==> src/rtl/uart_pkg.sv <==
// Shared types and data-length decode for the UART transmitter.
package uart_pkg;

   typedef enum logic [2:0] {
      ST_IDLE,
      ST_START,
      ST_DATA,
      ST_PARITY,
      ST_STOP1,
      ST_STOP2,
      ST_BREAK
   } uart_state_e;

   typedef enum logic [1:0] {
      PAR_EVEN  = 2'b00,
      PAR_ODD   = 2'b01,
      PAR_MARK  = 2'b10,
      PAR_SPACE = 2'b11
   } par_mode_e;

   localparam logic [1:0] LEN_5 = 2'b00;
   localparam logic [1:0] LEN_6 = 2'b01;
   localparam logic [1:0] LEN_7 = 2'b10;
   localparam logic [1:0] LEN_8 = 2'b11;

   // Index of the last data bit: 4..7 for 5..8 bit frames.
   function automatic logic [2:0] last_bit_idx(input logic [1:0] bits);
      return {1'b1, bits};
   endfunction

   function automatic logic [7:0] len_mask(input logic [1:0] bits);
      logic [7:0] m;
      case (bits)
         LEN_5:   m = 8'h1f;
         LEN_6:   m = 8'h3f;
         LEN_7:   m = 8'h7f;
         default: m = 8'hff;
      endcase
      return m;
   endfunction

endpackage

==> src/rtl/uart_sync_fifo.sv <==
// Single-clock FIFO with synchronous flush; read data is combinational.
module uart_sync_fifo #(
   parameter int DEPTH = 8,
   parameter int WIDTH = 8
) (
   input  logic                     clk_i,
   input  logic                     rstn_i,
   input  logic                     flush_i,
   input  logic                     push_i,
   input  logic [WIDTH-1:0]         wdata_i,
   input  logic                     pop_i,
   output logic [WIDTH-1:0]         rdata_o,
   output logic                     full_o,
   output logic                     empty_o,
   output logic [$clog2(DEPTH):0]   level_o
);

   localparam int AW = $clog2(DEPTH);
   localparam int LW = AW + 1;

   logic [WIDTH-1:0] mem [DEPTH];
   logic [AW-1:0]    wr_ptr_q;
   logic [AW-1:0]    rd_ptr_q;
   logic [LW-1:0]    level_q;
   logic             push_ok;
   logic             pop_ok;

   assign full_o  = (level_q == LW'(DEPTH));
   assign empty_o = (level_q == '0);
   assign level_o = level_q;
   assign rdata_o = mem[rd_ptr_q];
   assign push_ok = push_i & ~full_o;
   assign pop_ok  = pop_i & ~empty_o;

   always_ff @(posedge clk_i) begin
      if (push_ok && !flush_i) begin
         mem[wr_ptr_q] <= wdata_i;
      end
   end

   always_ff @(posedge clk_i or negedge rstn_i) begin
      if (!rstn_i) begin
         wr_ptr_q <= '0;
         rd_ptr_q <= '0;
         level_q  <= '0;
      end else if (flush_i) begin
         wr_ptr_q <= '0;
         rd_ptr_q <= '0;
         level_q  <= '0;
      end else begin
         if (push_ok) wr_ptr_q <= wr_ptr_q + AW'(1);
         if (pop_ok)  rd_ptr_q <= rd_ptr_q + AW'(1);
         case ({push_ok, pop_ok})
            2'b10:   level_q <= level_q + LW'(1);
            2'b01:   level_q <= level_q - LW'(1);
            default: level_q <= level_q;
         endcase
      end
   end

endmodule

==> src/rtl/uart_tx_fifo.sv <==
// UART transmitter fed by a FIFO; frame settings are captured when a byte
// is popped so later cfg changes only affect the following frames.
module uart_tx_fifo
   import uart_pkg::*;
#(
   parameter int FIFO_DEPTH = 8,
   parameter int DIV_W      = 16
) (
   input  logic                          clk_i,
   input  logic                          rstn_i,
   input  logic                          cfg_en_i,
   input  logic [DIV_W-1:0]              cfg_div_i,
   input  logic [1:0]                    cfg_bits_i,
   input  logic                          cfg_parity_en_i,
   input  logic [1:0]                    cfg_parity_mode_i,
   input  logic                          cfg_stop_bits_i,
   input  logic                          cfg_break_i,
   input  logic [7:0]                    tx_data_i,
   input  logic                          tx_valid_i,
   output logic                          tx_ready_o,
   output logic                          tx_o,
   output logic                          busy_o,
   output logic [$clog2(FIFO_DEPTH):0]   fifo_level_o,
   output logic                          tx_done_o
);

   uart_state_e      state_q, state_d;
   logic [DIV_W-1:0] baud_q, baud_d;
   logic [DIV_W-1:0] f_div_q, f_div_d;
   logic [2:0]       bit_q, bit_d;
   logic [2:0]       f_last_q, f_last_d;
   logic [7:0]       shreg_q, shreg_d;
   logic             f_par_en_q, f_par_en_d;
   logic             f_par_q, f_par_d;
   logic             f_stop2_q, f_stop2_d;
   logic             f_brk_q, f_brk_d;
   logic             tx_q, tx_d;
   logic             done_q, done_d;
   logic             pop;
   logic             full;
   logic             empty;
   logic [7:0]       rdata;
   logic [7:0]       pop_bits;
   logic             pop_par;
   logic             bit_end;

   assign tx_ready_o = rstn_i & cfg_en_i & ~full;
   assign busy_o     = (state_q != ST_IDLE) | ~empty;
   assign tx_o       = tx_q;
   assign tx_done_o  = done_q;
   assign bit_end    = (baud_q == f_div_q);

   uart_sync_fifo #(
      .DEPTH (FIFO_DEPTH),
      .WIDTH (8)
   ) u_fifo (
      .clk_i   (clk_i),
      .rstn_i  (rstn_i),
      .flush_i (~cfg_en_i),
      .push_i  (tx_valid_i & tx_ready_o),
      .wdata_i (tx_data_i),
      .pop_i   (pop),
      .rdata_o (rdata),
      .full_o  (full),
      .empty_o (empty),
      .level_o (fifo_level_o)
   );

   always_comb begin
      pop_bits = rdata & len_mask(cfg_bits_i);
      pop_par  = ^pop_bits;
      unique case (par_mode_e'(cfg_parity_mode_i))
         PAR_EVEN:  pop_par = ^pop_bits;
         PAR_ODD:   pop_par = ~^pop_bits;
         PAR_MARK:  pop_par = 1'b1;
         PAR_SPACE: pop_par = 1'b0;
      endcase
   end

   always_comb begin
      state_d    = state_q;
      baud_d     = baud_q + DIV_W'(1);
      bit_d      = bit_q;
      shreg_d    = shreg_q;
      f_div_d    = f_div_q;
      f_last_d   = f_last_q;
      f_par_en_d = f_par_en_q;
      f_par_d    = f_par_q;
      f_stop2_d  = f_stop2_q;
      f_brk_d    = f_brk_q;
      done_d     = 1'b0;
      pop        = 1'b0;
      unique case (state_q)
         ST_IDLE: begin
            baud_d = '0;
            bit_d  = '0;
            if (cfg_break_i) begin
               state_d   = ST_BREAK;
               f_div_d   = cfg_div_i;
               f_stop2_d = 1'b0;
               f_brk_d   = 1'b1;
            end else if (!empty) begin
               pop        = 1'b1;
               state_d    = ST_START;
               shreg_d    = rdata;
               f_div_d    = cfg_div_i;
               f_last_d   = last_bit_idx(cfg_bits_i);
               f_par_en_d = cfg_parity_en_i;
               f_par_d    = pop_par;
               f_stop2_d  = cfg_stop_bits_i;
               f_brk_d    = 1'b0;
            end
         end
         ST_START: begin
            if (bit_end) begin
               state_d = ST_DATA;
               baud_d  = '0;
            end
         end
         ST_DATA: begin
            if (bit_end) begin
               baud_d = '0;
               if (bit_q == f_last_q) begin
                  state_d = f_par_en_q ? ST_PARITY : ST_STOP1;
               end else begin
                  bit_d   = bit_q + 3'd1;
                  shreg_d = shreg_q >> 1;
               end
            end
         end
         ST_PARITY: begin
            if (bit_end) begin
               state_d = ST_STOP1;
               baud_d  = '0;
            end
         end
         ST_STOP1: begin
            if (bit_end) begin
               baud_d = '0;
               if (f_stop2_q) begin
                  state_d = ST_STOP2;
               end else begin
                  state_d = ST_IDLE;
                  done_d  = ~f_brk_q;
               end
            end
         end
         ST_STOP2: begin
            if (bit_end) begin
               baud_d  = '0;
               state_d = ST_IDLE;
               done_d  = ~f_brk_q;
            end
         end
         ST_BREAK: begin
            baud_d = '0;
            if (!cfg_break_i) state_d = ST_STOP1;
         end
         default: state_d = ST_IDLE;
      endcase
      // Disable wins over everything, including a frame in flight.
      if (!cfg_en_i) begin
         state_d = ST_IDLE;
         baud_d  = '0;
         bit_d   = '0;
         pop     = 1'b0;
         done_d  = 1'b0;
      end
   end

   // Line level follows the state being entered so tx_o stays a flop.
   always_comb begin
      tx_d = 1'b1;
      unique case (state_d)
         ST_START:  tx_d = 1'b0;
         ST_BREAK:  tx_d = 1'b0;
         ST_DATA:   tx_d = shreg_d[0];
         ST_PARITY: tx_d = f_par_d;
         default:   tx_d = 1'b1;
      endcase
   end

   always_ff @(posedge clk_i or negedge rstn_i) begin
      if (!rstn_i) begin
         state_q    <= ST_IDLE;
         baud_q     <= '0;
         bit_q      <= '0;
         shreg_q    <= '0;
         f_div_q    <= '0;
         f_last_q   <= '0;
         f_par_en_q <= 1'b0;
         f_par_q    <= 1'b0;
         f_stop2_q  <= 1'b0;
         f_brk_q    <= 1'b0;
         tx_q       <= 1'b1;
         done_q     <= 1'b0;
      end else begin
         state_q    <= state_d;
         baud_q     <= baud_d;
         bit_q      <= bit_d;
         shreg_q    <= shreg_d;
         f_div_q    <= f_div_d;
         f_last_q   <= f_last_d;
         f_par_en_q <= f_par_en_d;
         f_par_q    <= f_par_d;
         f_stop2_q  <= f_stop2_d;
         f_brk_q    <= f_brk_d;
         tx_q       <= tx_d;
         done_q     <= done_d;
      end
   end

endmodule

==> config.mk <==
export PLATFORM = sky130hd
export DESIGN_NAME = uart_tx_fifo
export DESIGN_NICKNAME = d
export VERILOG_FILES = /design/src/rtl/uart_pkg.sv /design/src/rtl/uart_sync_fifo.sv /design/src/rtl/uart_tx_fifo.sv
export SDC_FILE = /design/constraint.sdc
export NUM_CORES = 1
export LEC_CHECK = 0
export ABC_AREA = 1
export CAP_MARGIN = 20
export CORE_ASPECT_RATIO = 1.4
export CORE_MARGIN = 2
export CORE_UTILIZATION = 44
export CTS_BUF_LIST = sky130_fd_sc_hd__clkbuf_8
export DETAILED_ROUTE_END_ITERATION = 10
export SYNTH_ARGS = -nofsm -noshare
export SYNTH_HDL_FRONTEND = slang
export SYNTH_SLANG_ARGS = --single-unit
export TNS_END_PERCENT = 100
==> constraint.sdc <==
create_clock -name clk_i -period 4.4 [get_ports clk_i]
set_input_delay 0.44 -clock clk_i [delete_from_list [all_inputs] [get_ports clk_i]]
set_output_delay 0.44 -clock clk_i [all_outputs]
set_load 0.01 [all_outputs]
; After elaboration in Yosys (flattened, before gate mapping)
; Memory sizes are Yosys's and may differ from the RTL's.
; Cells that the tools add are included.
[word_totals]
ff_bits = 65
mem_bits_rw = 64
in_bits = 35
output_inout_bits = 8
memories = 1
[classes]
n_addsub = 6
n_bitwise = 11
n_eq_ne = 31
n_reduce_logical = 16
mux = 54
[mem_list]
columns = memory, words, width, read_ports, rd_clocked_by_memory_dff, write_ports, line_no
row1 = u_fifo.mem, 8, 8, 1, 0, 1, uart_sync_fifo.sv:21  ; logic [WIDTH-1:0] mem [DEPTH];
[op_table]
columns = cell, n
row1 = two-way mux 16 bit, 4
row2 = two-way mux 3 bit, 19
row3 = two-way mux 8 bit, 4
row4 = one-hot mux 16 bit (2 select lines), 1
row5 = one-hot mux 8 bit (3 select lines), 1
row6 = one-hot mux 3 bit (7 select lines), 1
row7 = two-way mux 1 bit, 17
row8 = adder 16 x 1 -> 16 bit (second input constant), 1
row9 = equality test 16 bit, 1
row10 = one-hot mux 8 bit (2 select lines), 1
row11 = equality test 3 x 2 -> 1 bit (second input constant), 4
row12 = equality test 3 bit (second input constant), 4
row13 = inequality test 2 bit (second input constant), 5
row14 = adder 3 x 1 -> 3 bit (second input constant), 3
row15 = AND 8 bit, 1
row16 = equality test 2 bit (second input constant), 4
row17 = one-hot mux 4 bit (2 select lines), 1
row18 = XNOR reduction 8 bit, 1
row19 = XOR reduction 8 bit, 1
row20 = equality test 2 x 1 -> 1 bit (second input constant), 3
row21 = equality test 3 x 1 -> 1 bit (second input constant), 2
row22 = inequality test 3 x 1 -> 1 bit (second input constant), 2
row23 = inequality test 3 bit (second input constant), 2
row24 = one-hot mux 3 bit (2 select lines), 1
row25 = 23 further kinds, 34

; Longest topological paths before layout
[depth]
depth_word = 9
depth_mapped = 19
mapped_depth_nobuf = 18

; Hierarchy
; Synthesis repeated with hierarchy kept, for this count alone.
[unflattened]
hier_cells = 706
area_unflattened_um2 = 6327.3
[modules_own_cells]
columns = mod, cells_per_inst, instances, area_per_inst_um2, seq_area_each_um2
row1 = uart_tx_fifo, 436, 1, 3190.6, 1377.6
row2 = uart_sync_fifo, 270, 1, 3136.8, 2172.1

; Worst setup path before layout
; Ideal clock, no wire load.
[synth_timing]
kind = reg-to-reg
startpoint = register state_q[2]
endpoint = register u_fifo.level_q[3] (netlist: u_fifo.level_o[3])
setup_time_ns = 0.127
synth_period_minus_slack_ns = 2.330
path_slack_ns = 2.070
path_buffers = 0
arrival_ns = 2.202
required_ns = 4.273
path_stages_with_launch = 14
path_cell_list = dfrtp_1 nor2_2 inv_2 nor2_4 inv_2 nor2_4 inv_2 nor2_1 ha_1 a21oi_1 nand2_1 xor2_1 xnor2_1 o22ai_1
[synth_via]
elab_chain_cells = 7
word_cells_on_any_way = 9
classes_between = eq/ne (3) / mux (4) / bitwise (1) / reduce/logical (1)
[synth_lines]
columns = element, line_no
row1 = from (decl), uart_tx_fifo.sv:27  ; uart_state_e state_q, state_d;
row2 = from (signal assigned), uart_tx_fifo.sv:198  ; state_q <= state_d;
row3 = zero test 3 bit *, uart_tx_fifo.sv:93  ; unique case (state_q)
row4 = two-way mux 1 bit *, uart_tx_fifo.sv:93
row5 = two-way mux 1 bit *, uart_tx_fifo.sv:162  ; if (!cfg_en_i) begin
row6 = AND 1 bit *, uart_sync_fifo.sv:33  ; assign pop_ok = pop_i & ~empty_o;
row7 = equality test 2 x 1 -> 1 bit or equality test 2 bit (tied branches), uart_sync_fifo.sv:53  ; case ({push_ok, pop_ok})
row8 = one-hot mux 4 bit (2 select lines), uart_sync_fifo.sv:53
row9 = two-way mux 4 bit, uart_sync_fifo.sv:46  ; end else if (flush_i) begin
row10 = to (signal assigned), uart_sync_fifo.sv:54  ; 2'b10: level_q <= level_q + LW'(1);
row11 = to (signal assigned), uart_sync_fifo.sv:55  ; 2'b01: level_q <= level_q - LW'(1);
row12 = to (signal assigned), uart_sync_fifo.sv:56  ; default: level_q <= level_q;
row13 = to (decl), uart_sync_fifo.sv:24  ; logic [LW-1:0] level_q;
; Mark *: on every way between the ends. The rest lies on a longest branch, timed or not.
; A chain may end at the register's enable or synchronous reset.

; Worst setup path after layout
[layout_timing]
startpoint = register state_q[0]
endpoint = register u_fifo.level_q[3] (netlist: u_fifo.level_o[3])
; Same word-level chain as after synthesis.

==> impl_metrics.env <==
export IMPL_netlist_top_cell_by_area="edfxtp_1"
export IMPL_critical_path_arrival_ns=3.11
export IMPL_p_per_area_nw_per_um2=494
export IMPL_vias=4817
export IMPL_setup_tns_final_ns=0
export IMPL_path_max_fanout=15
export IMPL_fmax_mhz=360
export IMPL_syn_num_nets=790
export IMPL_status="finished clean"
export IMPL_fin_skew_ns=0.00865
export IMPL_r2r_start="state_q[0]$_DFF_PN0_"
export IMPL_startpoint_type="register"
export IMPL_netlist_cell_type_count=48
export IMPL_fin_total_pwr_uw=3680
export IMPL_drive_above_1_share_pct=9.08
export IMPL_rsz0062_at_grt="no"
export IMPL_ir_drop_mv=0.269
export IMPL_grt_pass1_wl_mm=23.2
export IMPL_synth_async_sr_flop_share_pct=50.4
export IMPL_viasPerCell=4.85
export IMPL_drt_pass1_iter_count=5
export IMPL_grt_antenna_before_repair=0
export IMPL_syn_avg_cell_area_sq_um=8.75
export IMPL_clockBufferDepth=2
export IMPL_grt_pass1_vias=4634
export IMPL_die_x_microns=107
export IMPL_crit_buf_inv=3
export IMPL_cts_buffers=17
export IMPL_r2r_end="u_fifo.level_o[3]$_DFFE_PN0P_"
export IMPL_die_area_sq_um=15900
export IMPL_drc=0
export IMPL_synth_edf_count=64
export IMPL_num_antenna_cells=0
export IMPL_grt_overflow_total=0
export IMPL_clkLatencyLatePin_ns=0.46
export IMPL_finalHoldViolCount=0
export IMPL_ys_flop_type="edfxtp_1"
export IMPL_grt_use_total_pct=19.2
export IMPL_synth_seq_area_share_pct=54.3
export IMPL_routed_wl_mm=14.3
export IMPL_dr_first_iter_drc_count=242
export IMPL_start_util_pct=45.1
export IMPL_clkSinkCount=129
export IMPL_cpLargestDelayFamily="simple AND/OR/NAND/NOR gates"
export IMPL_synthTopCellsByArea="edfxtp_1 (29%), dfrtp_1 (24%), nand2_1 (14%)"
export IMPL_path_class="reg2reg"
export IMPL_worstSetupEndpointType="register"
export IMPL_worstPathRequired_ns=4.74
export IMPL_num_io_pins=43
export IMPL_wire_per_inst_microns=14.4
export IMPL_die_h_microns=148
export IMPL_holdBufCountCts=0
export IMPL_slew_violations=0
export IMPL_cts_tree="done"
export IMPL_ys_warn_count=0
export IMPL_htreeDepth=4
export IMPL_coreArea_sq_um=14500
export IMPL_hp_class="in2async"
export IMPL_dp_final_hpwl_mm=10.5
export IMPL_fin_crit_ns=2.78
export IMPL_rrSetupSlack_ns=1.62
export IMPL_fp_row_count=52
export IMPL_setup_viol=0
export IMPL_syn_area_sq_um=6540
export IMPL_min_period_over_period_pct=63.1
export IMPL_place_congestion=0.868
export IMPL_critPathMaxStageDelay_ns=0.45
export IMPL_postCtsResizedCells=0
export IMPL_syn_inst=748
export IMPL_path_cells="nor2_2 > inv_2 > nor2_4 > inv_2 > nor2_4 > inv_2 > nor2_1 > ha_1 > a21oi_1 > nand2_1 > xor2_1 > xnor2_1 > o22ai_1"
export IMPL_rr_worst_depth=13
export IMPL_root_buffer="clkbuf_8"
export IMPL_maxCapViolCount=0
export IMPL_ant_nets=0
export IMPL_post_cts_setup_buffers=0
export IMPL_area_delta_synth_final_pct=14.1
export IMPL_worstMarginPinSlew_ns=0.837
export IMPL_fin_nets=833
export IMPL_slew_limit_headroom_pct=44.2
export IMPL_post_route_util_pct=51.4
export IMPL_cp_slowest_cell="dfrtp_1"
export IMPL_crit_top_cell="inv_2"
export IMPL_clk_pin_slew_ns=0.08
export IMPL_p_leak_uw=0.00343
export IMPL_grt_start_max_net_pins=66
export IMPL_port_buffers=42
export IMPL_yosysTopAreaCellShare_pct=29.4
export IMPL_ys_ff_latch=129
## cell type report
type | count | area, sq um
Sequential cell | 129 | 3550
Tap cell | 189 | 236
Clock inverter | 15 | 170
Fill cell | 1352 | 7050
Inverter | 116 | 442
Clock buffer | 17 | 234
Multi-Input combinational cell | 483 | 2400
Timing Repair Buffer | 44 | 430
## routing by layer
metal / GRT usage (%) / wire length, microns / share of wire, % / up-vias
li1: - / - / - / 2473
met1: 22.2 / 5930 / 41 / 2249
met2: 34.3 / 7630 / 53 / 72
met3: 3.77 / 452 / 3.2 / 23
met4: 7.73 / 306 / 2.1 / 0
met5: 0 / 0 / 0 / -
## Yosys cell counts (6+ instances only)
master	instances
nand2_1	252
inv_1	106
dfrtp_1	64
edfxtp_1	64
nand3_1	63
nor2_1	37
xnor2_1	20
o21ai_0	18
a21oi_1	14
buf_6	7
a32oi_1	6
ha_1	6
inv_2	6
nand4_1	6
xor2_1	6
## worst max path at each step
stage | start | end | slack, ns | cells after the start
finish | state_q[0]$_DFF_PN0_ | u_fifo.level_o[3]$_DFFE_PN0P_ | 1.62 | 13
global route | state_q[0]$_DFF_PN0_ | u_fifo.level_o[3]$_DFFE_PN0P_ | 1.36 | 13
detailed placement | cfg_break_i | u_fifo.level_o[3]$_DFFE_PN0P_ | 1.39 | 12
global placement | cfg_break_i | u_fifo.level_o[3]$_DFFE_PN0P_ | 1.46 | 12
floorplan | state_q[2]$_DFF_PN0_ | u_fifo.level_o[3]$_DFFE_PN0P_ | 2.07 | 13
CTS | state_q[0]$_DFF_PN0_ | u_fifo.level_o[3]$_DFFE_PN0P_ | 1.59 | 13
## report_power, final
group          internal, uW  leakage [uW]  switching, uW
Sequential             1440       0.00142            152
Clock                   553      0.000188            485
Combinational           395       0.00182            661
Total                  2380       0.00343           1300
## state kept, by name, indices dropped and copies added, names as in the netlist
name and count:
shreg_q 8, u_fifo.rd_ptr_q 3, f_stop2_q 1, bit_q 3, baud_q 16, state_q 3, f_par_en_q 1, f_div_q 16
u_fifo.wr_ptr_q 3, f_last_q 3, tx_o 1, f_par_q 1, f_brk_q 1, tx_done_o 1, u_fifo.mem 64, u_fifo.level_o 4
## worst reg2reg max path, stage by stage, from the launching register on
cell and delay (ns):
dfrtp_1 0.45, nor2_2 0.18, inv_2 0.08, nor2_4 0.16
inv_2 0.08, nor2_4 0.32, inv_2 0.14, nor2_1 0.30
ha_1 0.33, a21oi_1 0.15, nand2_1 0.07, xor2_1 0.15
xnor2_1 0.16, o22ai_1 0.08
## cell usage in the layout (no fill, tap or decap), types with 4 or more instances in the layout
cell             count
a21oi_1             14
clkinvlp_4           6
nand2_1            252
o21ai_0             18
inv_1              107
dfrtp_1             64
nand3_2              5
nand4_1              6
edfxtp_1            64
clkdlybuf4s50_1     41
a32oi_1              6
ha_1                 6
xnor2_1             20
xor2_1               6
nor3_2               4
nand2_2              5
inv_2                6
nor3_1               4
clkbuf_8            17
nand3_1             63
nor2_1              37
## stage by stage
step / cell area, sq um / hold slack [ns] / setup slack (ns) / cells
after global placement: 7060 / 0.464 / 1.46 / 961
after CTS: 7460 / 0.209 / 1.59 / 993
after floorplan: 6540 / 0.144 / 2.07 / 748
after detailed placement: 7060 / 0.463 / 1.39 / 961
final: 7460 / 0.200 / 1.62 / 993
after global routing: 7460 / 0.247 / 1.36 / 993
## kinds of logic (layout without fill, tap and decap cells)
family / count (synthesis) / count (layout) / share of synthesized area [%]
buffers and inverters: 136 / 192 / 9.07
XOR/XNOR: 26 / 26 / 3.48
AND/OR/NAND/NOR: 390 / 390 / 25.9
flip-flops: 129 / 129 / 54.3
multiplexers: 1 / 1 / 0.153
AO/OA/AOI/OAI: 59 / 59 / 5.68
adder cells (fa/ha/maj): 7 / 7 / 1.45
No activity file was read; power rests on OpenSTA's default activity.
